**src/rtl/cache_ewb_pkg.sv**
```systemverilog
// Shared LC-3b datapath types and the write-back buffer state encoding.
package lc3b_types;
   typedef logic [15:0] lc3b_word;
endpackage

package cache_types;
   typedef logic [127:0] cache_line;

   typedef enum logic [1:0] {
      IDLE,
      PREAD,
      DRAIN,
      RESP
   } ewb_state_t;
endpackage

```
**src/rtl/cache_ewb.sv**
```systemverilog
// Single-entry eviction write-back buffer between the L1 cache and physical memory.
// Define CACHE_EWB_FWD_EN to serve reads that hit the buffered line directly from the entry.
module cache_ewb
   import lc3b_types::*;
   import cache_types::*;
#(
   parameter int unsigned DRAIN_DELAY = 2
) (
   input  logic      clk,
   input  logic      reset,
   input  logic      mem_read,
   input  logic      mem_write,
   input  lc3b_word  mem_address,
   input  cache_line mem_wdata,
   output cache_line mem_rdata,
   output logic      mem_resp,
   output logic      pmem_read,
   output logic      pmem_write,
   output lc3b_word  pmem_address,
   output cache_line pmem_wdata,
   input  cache_line pmem_rdata,
   input  logic      pmem_resp
);

   localparam int unsigned CW = $clog2(DRAIN_DELAY + 2);

   ewb_state_t state, next_state;

   logic          valid;
   lc3b_word      addr;
   cache_line     data;
   lc3b_word      rd_addr;
   logic [CW-1:0] count;

   logic request;
   logic line_hit;
   logic drain_due;

   assign request   = mem_read | mem_write;
   assign line_hit  = valid && (addr[15:4] == mem_address[15:4]);
   assign drain_due = valid && (count >= CW'(DRAIN_DELAY));

   always_ff @(posedge clk) begin
      if (reset) state <= IDLE;
      else       state <= next_state;
   end

   // Requests take priority over the autonomous drain in the same cycle.
   always_comb begin
      next_state = state;
      case (state)
         IDLE: begin
            if (mem_write) begin
               next_state = valid ? DRAIN : RESP;
            end else if (mem_read) begin
               if (!line_hit) next_state = PREAD;
`ifdef CACHE_EWB_FWD_EN
               else           next_state = RESP;
`else
               else           next_state = DRAIN;
`endif
            end else if (drain_due) begin
               next_state = DRAIN;
            end
         end
         PREAD:   if (pmem_resp) next_state = RESP;
         DRAIN:   if (pmem_resp) next_state = IDLE;
         RESP:    next_state = IDLE;
         default: next_state = IDLE;
      endcase
   end

   always_ff @(posedge clk) begin
      if (reset) begin
         valid     <= 1'b0;
         addr      <= '0;
         data      <= '0;
         rd_addr   <= '0;
         count     <= '0;
         mem_rdata <= '0;
      end else begin
         if ((state == IDLE) && (next_state == IDLE) && valid && !request)
            count <= count + CW'(1);
         else
            count <= '0;

         case (state)
            IDLE: begin
               if (mem_write) begin
                  if (!valid) begin
                     valid <= 1'b1;
                     addr  <= mem_address;
                     data  <= mem_wdata;
                  end
               end else if (mem_read) begin
                  if (!line_hit) rd_addr <= mem_address;
`ifdef CACHE_EWB_FWD_EN
                  else           mem_rdata <= data;
`endif
               end
            end
            PREAD: if (pmem_resp) mem_rdata <= pmem_rdata;
            DRAIN: if (pmem_resp) valid <= 1'b0;
            default: ;
         endcase
      end
   end

   assign mem_resp     = (state == RESP);
   assign pmem_read    = (state == PREAD);
   assign pmem_write   = (state == DRAIN);
   assign pmem_address = (state == PREAD) ? rd_addr :
                         (state == DRAIN) ? addr    : '0;
   assign pmem_wdata   = (state == DRAIN) ? data : '0;

endmodule

```
**config.mk**
```make
export PLATFORM = sky130hd
export DESIGN_NAME = cache_ewb
export DESIGN_NICKNAME = d
export VERILOG_FILES = /design/src/rtl/cache_ewb_pkg.sv /design/src/rtl/cache_ewb.sv
export SDC_FILE = /design/constraint.sdc
export NUM_CORES = 1
export LEC_CHECK = 0
export CORE_AREA = 2 2 214 216
export CTS_CLUSTER_SIZE = 12
export DETAILED_ROUTE_END_ITERATION = 7
export DIE_AREA = 0 0 216 218
export GPL_TIMING_DRIVEN = 0
export PLACE_DENSITY = 0.5
export SKIP_LAST_GASP = 1
export SLEW_MARGIN = 0
export SYNTH_ARGS = -nofsm -noshare
export SYNTH_HDL_FRONTEND = slang
export SYNTH_SLANG_ARGS = --single-unit
export TNS_END_PERCENT = 100
```
**constraint.sdc**
```tcl
create_clock -name clk -period 1.6 [get_ports clk]
set_input_delay 0.24 -clock clk [delete_from_list [all_inputs] [get_ports clk]]
set_output_delay 0.24 -clock clk [all_outputs]
set_load 0.01 [all_outputs]
```
==> qor.yml, run 1 <==
status:
  status: "finished with violations"
  violations: "negative setup slack"
setup_path:
  reg2reg_slack_ns: -0.28
  cp-startpoint: "state[1]"
  r2r-start: "state[1]"
  r2r.worst_path.cells: 11
  crit_path_max_fanout: 5
  slowest_stage: "dfxtp_4"
  critPathRequiredTime_ns: 1.36
  crit_path_end_kind: "primary output"
  worst_path_largest_cell_delay_ns: 0.34
  timing.rr.end: "data[60]"
  cp-start-kind: "flop"
  cp.arrival_ns: 1.89
  crit_type: "flop to primary output"
  crit_path_cell_trace: "nor2b_4 -> buf_6 -> buf_12 -> buf_8 -> buf_16 -> a22o_1 -> buf_2"
synthesis:
  synth_flop_cell: "dfxtp_1"
  ys_async_sr_fraction: 0
  synth_edf_count: 0
  yosys_warnings: 0
  synth.distinct_cells: 29
  synth_seq_cells: 293
  seq_area_frac_synth: 0.519
  syn_avg_cell_area_um2: 7.74
  synth_nets: 1739
  syn_area_um2: 11300
  syn_inst: 1461
global_route:
  track_usage: 0.203
  grt_start_max_net_pins: 12
  gr-total-overflow: 0
  grt_pass1_wl_mm: 73.2
  antenna_found_initial: 10
  grt_pass1_vias: 12077
power:
  vdd_drop_max_mv: 0.723
  p_comb_frac: 0.209
  power_mw: 21.1
  sw_frac_of_total: 0.263
  switching_power_mw: 5.55
  p_leak_nw: 7.82
  seqPwrFrac: 0.382
  pwr-share-clk: 0.409
  powerDensity_nw_per_um2: 1040
  p_int_mw: 15.5
placement:
  dp.cells: 2611
  dp_hpwl_mm: 37.4
  pre_cts_slack_ns: -1.08
  place_congestion: 0.840
  placement.io_buffers: 550
drt:
  vias_per_cell: 4.44
  vias: 12144
  wirelength_mm: 50.2
  first_pass_iters: 4
  drt-initial-drc-count: 463
  final_antenna_net_count: 0
  drc: 0
  routedWlPerCell_um: 18.4
sta:
  min_period_over_period: 1.33
  fmax_mhz: 469
  fin_skew_ns: 0.0102
  rsz0062_at_grt: "true"
  hold_viol: 0
  finalWorstSetupSlack_ns: -0.534
  slew_viol_final: 0
  worstMarginPinSlew_ns: 0.751
  slew-limit-headroom: 0.499
  tns_ns: -96.07
  setup_violations: 547
  period_needed_ns: 2.13
clocking:
  cts_buffers: 38
  path_clk_slew_ns: 0.06
  cts_tree: "done"
  clock_latency_ns: 0.54
  clk_path_buf_depth: 3
  cts.htree.levels: 2
  root_buffer: "clkbuf_16"
  clkSinkCount: 293
floorplanning:
  coreArea_um2: 44900
  row_count: 78
  die-height_um: 218
  die_area_um2: 47100
  initial_core_util: 0.252
  ios: 552
  die_w_um: 216
layout:
  final_util: 0.451
  nFillCells: 4484
  fin_nets: 2382
  drive_gt1_frac: 0.210
  area_growth_pct: 78.8
  fin_cells: 2734
worst_hold_path:
  whs_path_depth: 3
  hp-class: "primary input to flop"
  hp-start: "pmem_rdata[1]"
  worstHoldEndpoint: "mem_rdata[1]"
job:
  cap_viol_max_count: 0
[worst max-delay path by stage]
stage | slack, ns | endpoint | cells after the start
after floorplan | 0.08 | pmem_wdata[100] | 5
after global placement | -1.04 | pmem_wdata[71] | 6
after detailed placement | -1.08 | pmem_wdata[77] | 6
after CTS | -0.58 | pmem_wdata[97] | 6
after global routing | -0.58 | pmem_address[4] | 7
final | -0.53 | pmem_address[5] | 7
[layer usage]
metal / vias to the layer above / routed length [um] / global-route usage
met2: 455 / 24100 / 0.350
met1: 5613 / 19800 / 0.228
met5: - / 88 / 0
li1: 5978 / - / -
met3: 86 / 4800 / 0.0812
met4: 12 / 1340 / 0.0692
[area by class of cell]
class / count / area (um^2) / area share
multi-input combinational: 1052 / 5270 / 0.261
buffer: 110 / 886 / 0.0438
clock inverter: 5 / 56.3 / 0.00278
inverter: 3 / 11.3 / 0.000557
sequential: 293 / 5870 / 0.290
timing repair buffer: 606 / 6150 / 0.304
antenna: 4 / 10.0 / 0.000495
clock buffer: 61 / 1220 / 0.0604
tap: 600 / 751 / 0.0371
[critical path: cells and delay by family (launching register included)]
family	cells	cell delay, ns
DFF	1	0.34
AOI/OAI and AO/OA	1	0.23
and+or+nand+nor	1	0.14
buffers and inverters	5	0.66
[metrics by stage]
step / cell area (um^2) / hold WS, ns
after floorplan: 11300 / 0.376
after global placement: 17600 / 0.405
after detailed placement: 17600 / 0.415
after CTS: 19600 / 0.211
after global routing: 20200 / 0.224
final: 20200 / 0.245
[cell usage in the layout (no fill, tap or decap), drive strengths merged, types with 2 or more instances in the layout]
master and instances:
nand4 2, mux2i 17, dfxtp 293, nand2 580, diode 4, a21oi 274
nor2 9, inv 2, clkdlybuf4s15 2, buf 255, a22o 16, xnor2 12
clkdlybuf4s50 403, and2 130, clkinv 4, clkbuf 117
[synth_stat cells (2+ instances only)]
| cell type | number | area, um^2 |
|---|---|---|
| xnor2_1 | 12 | 105 |
| dfxtp_1 | 293 | 5870 |
| a21oi_1 | 274 | 1370 |
| buf_1 | 3 | 11.3 |
| nand4_1 | 2 | 12.5 |
| buf_2 | 42 | 210 |
| clkbuf_1 | 62 | 233 |
| nand2_1 | 580 | 2180 |
| nor2_1 | 8 | 30.0 |
| inv_1 | 2 | 7.51 |
| a22o_1 | 16 | 140 |
| buf_4 | 5 | 37.5 |
| and2_1 | 130 | 813 |
| mux2i_1 | 17 | 170 |
[cell families (layout without fill, tap and decap cells)]
group | Yosys count | count (layout) | synth area share
and+or+nand+nor | 729 | 729 | 0.275
AOI/OAI and AO/OA | 293 | 293 | 0.136
DFF | 293 | 293 | 0.519
buffers and inverters | 116 | 785 | 0.0455
muxes | 17 | 17 | 0.0150
xor gates and xnor gates | 12 | 12 | 0.00929
adders and majority gates | 1 | 1 | 0.00111
other | 0 | 4 | 0
[flip-flops by register name (all words and copies together) (netlist names)]
signal,cells
data,128
valid,1
state,2
rd_addr,16
mem_rdata,128
addr,16
count,2
[power groups by stage]
stage	Sequential, mW	Clock [mW]	Combinational (mW)
2_1_floorplan	8.21	0	1.46
3_3_place_gp	8.17	0	3.41
3_5_place_dp	8.19	0	3.42
4_1_cts	8.05	8.88	4.07
5_1_grt	8.11	9.18	4.76
6_report	8.05	8.63	4.41
[what timing repair did]
action / CTS / global route
gates cloned: 10 / 6
setup endpoints to repair: 558 / 561
setup buffers: 23 / 17
resized for setup: 860 / 181
hold buffers: 0 / 0
pin swaps: 67 / 24
No activity file was read; power rests on OpenSTA's default activity.
==> inputs of run 2 (changes only) <==
- ABC_CLOCK_PERIOD_IN_PS: unset -> 2600
- CORE_AREA: 2 2 214 216 -> 2 2 213 215
- DIE_AREA: 0 0 216 218 -> 0 0 215 217
- PLACE_DENSITY: 0.5 -> 0.51
- clock period: 1.6 -> 2.6 ns (I/O delays scaled with it)
==> run 2 against run 1 <==
The run now ends clean. Wire length down 4.1%. Register-to-register slack better by 0.98 ns. Global-route usage down 0.29 points. Via count down 3.6%. Largest cell class unchanged.
==> qor.yml, run 2 (same netlist as run 1, synthesis figures left out) <==
status:
  status: "completed"
layout:
  nFillCells: 4651
  top_regs: "data (128), mem_rdata (128)"
  fin_nets: 2336
  final_cell_mix: "580 x nand2_1, 422 x clkdlybuf4s50_1, 291 x dfxtp_1, 274 x a21oi_1, 129 x and2_1"
  drive_gt1_frac: 0.0630
  final_util: 0.426
  final_common_cell: "nand2_1"
  area_growth_pct: 68.4
  design_area_um2: 19000
global_route:
  grt_start_max_net_pins: 12
  gr-usage-met3: 0.0847
  antenna_found_initial: 6
  track_usage: 0.200
  grt.busiest_layer: "met2"
  grt_pass1_vias: 11774
  grt_pass1_wl_mm: 71.8
  met1_usage: 0.223
  gr-total-overflow: 0
  grtUsageMet2: 0.351
sta:
  fmax_mhz: 386
  slew-limit-headroom: 0.481
  setup_violations: 0
  hold_viol: 0
  fin_skew_ns: 0.0154
  slew_viol_final: 0
  worstMarginPinSlew_ns: 0.778
  period_needed_ns: 2.59
  min_period_over_period: 0.997
  holdWs_ns: 0.398
  rsz0062_at_grt: "true"
clocking:
  clkSinkCount: 293
  clock_latency_ns: 0.54
  root_buffer: "clkbuf_16"
  cts.htree.levels: 2
  hold_buffers: 0
  cts_tree: "done"
  path_clk_slew_ns: 0.06
  cts_buffers: 37
  clk_path_buf_depth: 3
placement:
  post_dp_cell_area_um2: 17600
  place_congestion: 0.909
  dp_hpwl_mm: 36.7
  placement.io_buffers: 550
setup_path:
  worst_path_largest_cell_delay_ns: 0.54
  timing.rr.end: "addr[1]"
  r2r-start: "valid"
  crit_path_cell_trace: "nor2b_4 -> buf_6 -> buf_12 -> buf_4 -> and2_1 -> clkdlybuf4s50_1"
  r2r.worst_path.cells: 6
  crit_path_max_fanout: 10
  cp.arrival_ns: 2.20
  cp-startpoint: "state[1]"
  critPathBufInv: 4
  critPathTopFamily: "buffers and inverters"
  crit_path_end_kind: "primary output"
  slowest_stage: "clkdlybuf4s50_1"
  reg2reg_slack_ns: 0.70
  cp-start-kind: "flop"
  critPathRequiredTime_ns: 2.21
  crit_type: "flop to primary output"
drt:
  final_antenna_net_count: 0
  vias_per_cell: 4.36
  routedWlPerCell_um: 17.9
  wirelength_mm: 48.1
  drt-initial-drc-count: 450
  vias: 11702
  first_pass_iters: 4
  drc: 0
floorplanning:
  initial_core_util: 0.253
  coreArea_um2: 44700
  die-height_um: 217
  die_w_um: 215
  die_area_um2: 46700
  ios: 552
  row_count: 78
worst_hold_path:
  hp-start: "pmem_rdata[6]"
  worstHoldEndpoint: "mem_rdata[6]"
  hp-class: "primary input to flop"
  whs_path_depth: 3
power:
  powerDensity_nw_per_um2: 640
  power_mw: 12.2
  vdd_drop_max_mv: 0.411
  p_leak_nw: 8.25
job:
  cap_viol_max_count: 0
## run 2: cell types whose count changed in the layout (fill, tap and decap cells not counted), moves of 12 or more
cell | previous run | this run
buf_6 | 125 | 10
and2_1 | 45 | 129
and2_4 | 84 | 1
dlygate4sd2_1 | 0 | 65
dlymetal6s2s_1 | 0 | 63
buf_2 | 64 | 39
buf_8 | 24 | 0
clkdlybuf4s50_1 | 403 | 422
buf_4 | 32 | 15
clkbuf_1 | 43 | 56
clkbuf_16 | 49 | 37
## run 2: worst reg2reg max path, stage by stage, from the launching register on
cell     delay [ns]
dfxtp_1        0.37
nor4b_1        0.30
buf_2          0.36
buf_2          0.34
buf_4          0.25
nand2_1        0.07
a21oi_1        0.12
## run 2: stage by stage
| stage | setup TNS [ns] | instances | setup slack [ns] |
|---|---|---|---|
| after floorplan | 0 | 1461 | 0.931 |
| after global placement | -7.19 | 2611 | -0.228 |
| after detailed placement | -6.45 | 2611 | -0.202 |
| after CTS | -8.30 | 2680 | -0.196 |
| after global routing | -0.332 | 2682 | -0.0928 |
| final | 0 | 2684 | 0.00728 |
## run 2: timing repair
action,in CTS,in global routing
gates cloned,1,0
setup endpoints to repair,146,89
setup buffers,6,1
resized for setup,111,79
## run 2: worst max path at each step
stage,endpoint,depth (start not counted),slack [ns]
after CTS,pmem_wdata[110],6,-0.20
after global placement,pmem_wdata[105],6,-0.23
after floorplan,pmem_wdata[100],5,0.93
final,pmem_wdata[111],6,0.007
after global routing,pmem_wdata[111],6,-0.09
after detailed placement,pmem_wdata[110],6,-0.20
## run 2: final cells by class
cell class / count / area [um^2] / share of cell area
Sequential cell: 293 / 5870 / 0.308
Clock buffer: 56 / 1120 / 0.0587
Tap cell: 600 / 751 / 0.0394
Buffer: 113 / 618 / 0.0325
Multi-Input combinational cell: 1052 / 4940 / 0.259
Timing Repair Buffer: 558 / 5650 / 0.296
Clock inverter: 6 / 80.1 / 0.00420
Antenna cell: 3 / 7.51 / 0.000394
Inverter: 3 / 11.3 / 0.000591
## run 2: routing by layer
metal	vias up	share of wire
li1	5875	-
met1	5333	0.40
met2	417	0.48
met3	71	0.096
met4	6	0.025
met5	-	0.00071
## run 2: where the power goes
group	leakage, nW	switching, mW	internal (mW)
registers	2.39	0.157	4.80
logic	5.27	1.08	1.04
clock network	0.594	1.98	3.14
total	8.25	3.21	8.97
==> inputs of run 3 (changes only) <==
- CTS_CLUSTER_SIZE: 12 -> 14
- HOLD_SLACK_MARGIN: unset -> 0.03
- TNS_END_PERCENT: 100 -> 1
==> run 3 against run 2 <==
The run now ends with negative setup slack left. Count of clock-buffer cells in the layout is the same. Clock power hardly changed. First-iteration DRC count increased by 4.0%. Critical path type unchanged. Critical endpoint is now pmem_wdata[109]. Highest routed layer unchanged.
==> qor.yml, run 3 (same netlist as run 1, synthesis figures left out) <==
drt:
  vias: 11659
  final_antenna_net_count: 0
  routedWlPerCell_um: 17.8
  drt-initial-drc-count: 468
  wirelength_mm: 47.7
  first_pass_iters: 6
  vias_per_cell: 4.36
  drc: 0
placement:
  place_congestion: 0.909
  dp_hpwl_mm: 36.7
  dp.cells: 2611
  placement.io_buffers: 550
  pre_cts_slack_ns: -0.202
sta:
  rsz0062_at_grt: "true"
  slew-limit-headroom: 0.467
  worstMarginPinSlew_ns: 0.800
  fin_skew_ns: 0.0161
  slew_viol_final: 0
  fmax_mhz: 358
  tns_ns: -14.92
  finalWorstSetupSlack_ns: -0.195
  min_period_over_period: 1.07
  period_needed_ns: 2.79
  hold_viol: 0
  setup_violations: 139
global_route:
  gr-total-overflow: 0
  track_usage: 0.199
  grt_start_max_net_pins: 12
  grt_pass1_wl_mm: 71.5
  grt_pass1_vias: 11741
  antenna_found_initial: 6
clocking:
  hold_buffers: 0
  clock_latency_ns: 0.53
  cts.htree.levels: 2
  clkSinkCount: 293
  root_buffer: "clkbuf_16"
  cts_tree: "done"
  path_clk_slew_ns: 0.06
  cts_buffers: 37
  clk_path_buf_depth: 3
layout:
  nFillCells: 4675
  fin_nets: 2329
  drive_gt1_frac: 0.0569
  final_cell_mix: "580 x nand2_1, 547 x clkdlybuf4s50_1, 291 x dfxtp_1, 274 x a21oi_1, 129 x and2_1"
  final_common_cell: "nand2_1"
  multi_input_area_um2: 4930
  fin_cells: 2677
  seqCellArea_um2: 5870
  top_regs: "data (128), mem_rdata (128)"
  area_growth_pct: 66.4
power:
  p_leak_nw: 6.74
  vdd_drop_max_mv: 0.411
  powerDensity_nw_per_um2: 645
setup_path:
  crit_cells: 6
  cp-startpoint: "state[1]"
  crit_path_cell_trace: "nor2b_1 -> buf_6 -> buf_6 -> clkbuf_4 -> and2_1 -> clkdlybuf4s50_1"
  r2r.worst_path.cells: 6
  slowest_stage: "clkdlybuf4s50_1"
  critPathRequiredTime_ns: 2.21
  critPathTopFamily: "buffers and inverters"
  path_common_cell: "buf_6"
  crit_path_end_kind: "primary output"
  critPathBufInv: 4
  crit_type: "flop to primary output"
  worst_path_largest_cell_delay_ns: 0.57
  crit_end: "pmem_wdata[109]"
  r2r-start: "valid"
  timing.rr.end: "addr[1]"
  reg2reg_slack_ns: 0.71
  cp-start-kind: "flop"
  crit_path_max_fanout: 10
  cp.arrival_ns: 2.40
floorplanning:
  die-height_um: 217
  die_area_um2: 46700
  die_w_um: 215
  row_count: 78
  coreArea_um2: 44700
  initial_core_util: 0.253
  ios: 552
status:
  violations: "negative setup slack"
  status: "finished with violations"
job:
  cap_viol_max_count: 0
worst_hold_path:
  whs_path_depth: 3
  hp-class: "primary input to flop"
-- run 3: cell types whose count changed in the layout (fill, tap and decap cells not counted), sizes merged --
| cell | change |
|---|---|
| clkdlybuf4s50 | +125 |
| dlygate4sd2 | -63 |
| dlymetal6s2s | -62 |
| buf | -15 |
| clkbuf | +8 |
-- run 3: cell type report --
cell class                 instances  share of cell area
antenna                            3            0.000399
buffer                           113              0.0288
clock buffer                      56              0.0594
clock inverter                     6             0.00425
inverter                           3            0.000598
multi-input combinational       1052               0.262
sequential                       293               0.312
tap                              600              0.0399
timing repair buffer             551               0.293
-- run 3: routing by layer --
metal / global-route usage / up-vias / share of wire
met5: 0 / - / 0.00071
met1: 0.221 / 5325 / 0.40
met3: 0.0848 / 68 / 0.096
li1: - / 5862 / -
met2: 0.349 / 398 / 0.48
met4: 0.0549 / 6 / 0.024
-- run 3: where the power goes --
part	switching, mW	internal [mW]
Clock	1.96	3.14
Combinational	1.07	1.02
Sequential	0.154	4.80
Total	3.18	8.95
-- run 3: timing repair --
action                                  CTS  global route
resized for setup                        24             1
buffers inserted                          1             0
endpoints found under the setup margin  146           146
-- run 3: per-stage QoR --
stage / hold slack [ns] / total power, mW / instance area [um^2] / util
after floorplan: 0.392 / 5.95 / 11300 / -
after global placement: 0.403 / 7.12 / 17600 / 0.393
after detailed placement: 0.407 / 7.14 / 17600 / 0.393
after CTS: 0.362 / 12.4 / 18800 / 0.421
after global routing: 0.377 / 12.7 / 18800 / 0.421
final: 0.401 / 12.1 / 18800 / 0.421
-- run 3: how the worst min path moves through the flow --
stage,start,endpoint,slack (ns)
final,pmem_rdata[124],mem_rdata[124],0.40
after global routing,pmem_rdata[6],mem_rdata[6],0.38
after CTS,pmem_rdata[124],mem_rdata[124],0.36
after detailed placement,count[0],count[0],0.41
after global placement,count[0],count[0],0.40
after floorplan,count[0],count[0],0.39
-- run 3: worst min-delay path: cells and delay by family --
kind / cells / cell delay, ns
compound gates: 1 / 0.05
buf+inv: 1 / 0.40
simple gates: 1 / 0.06
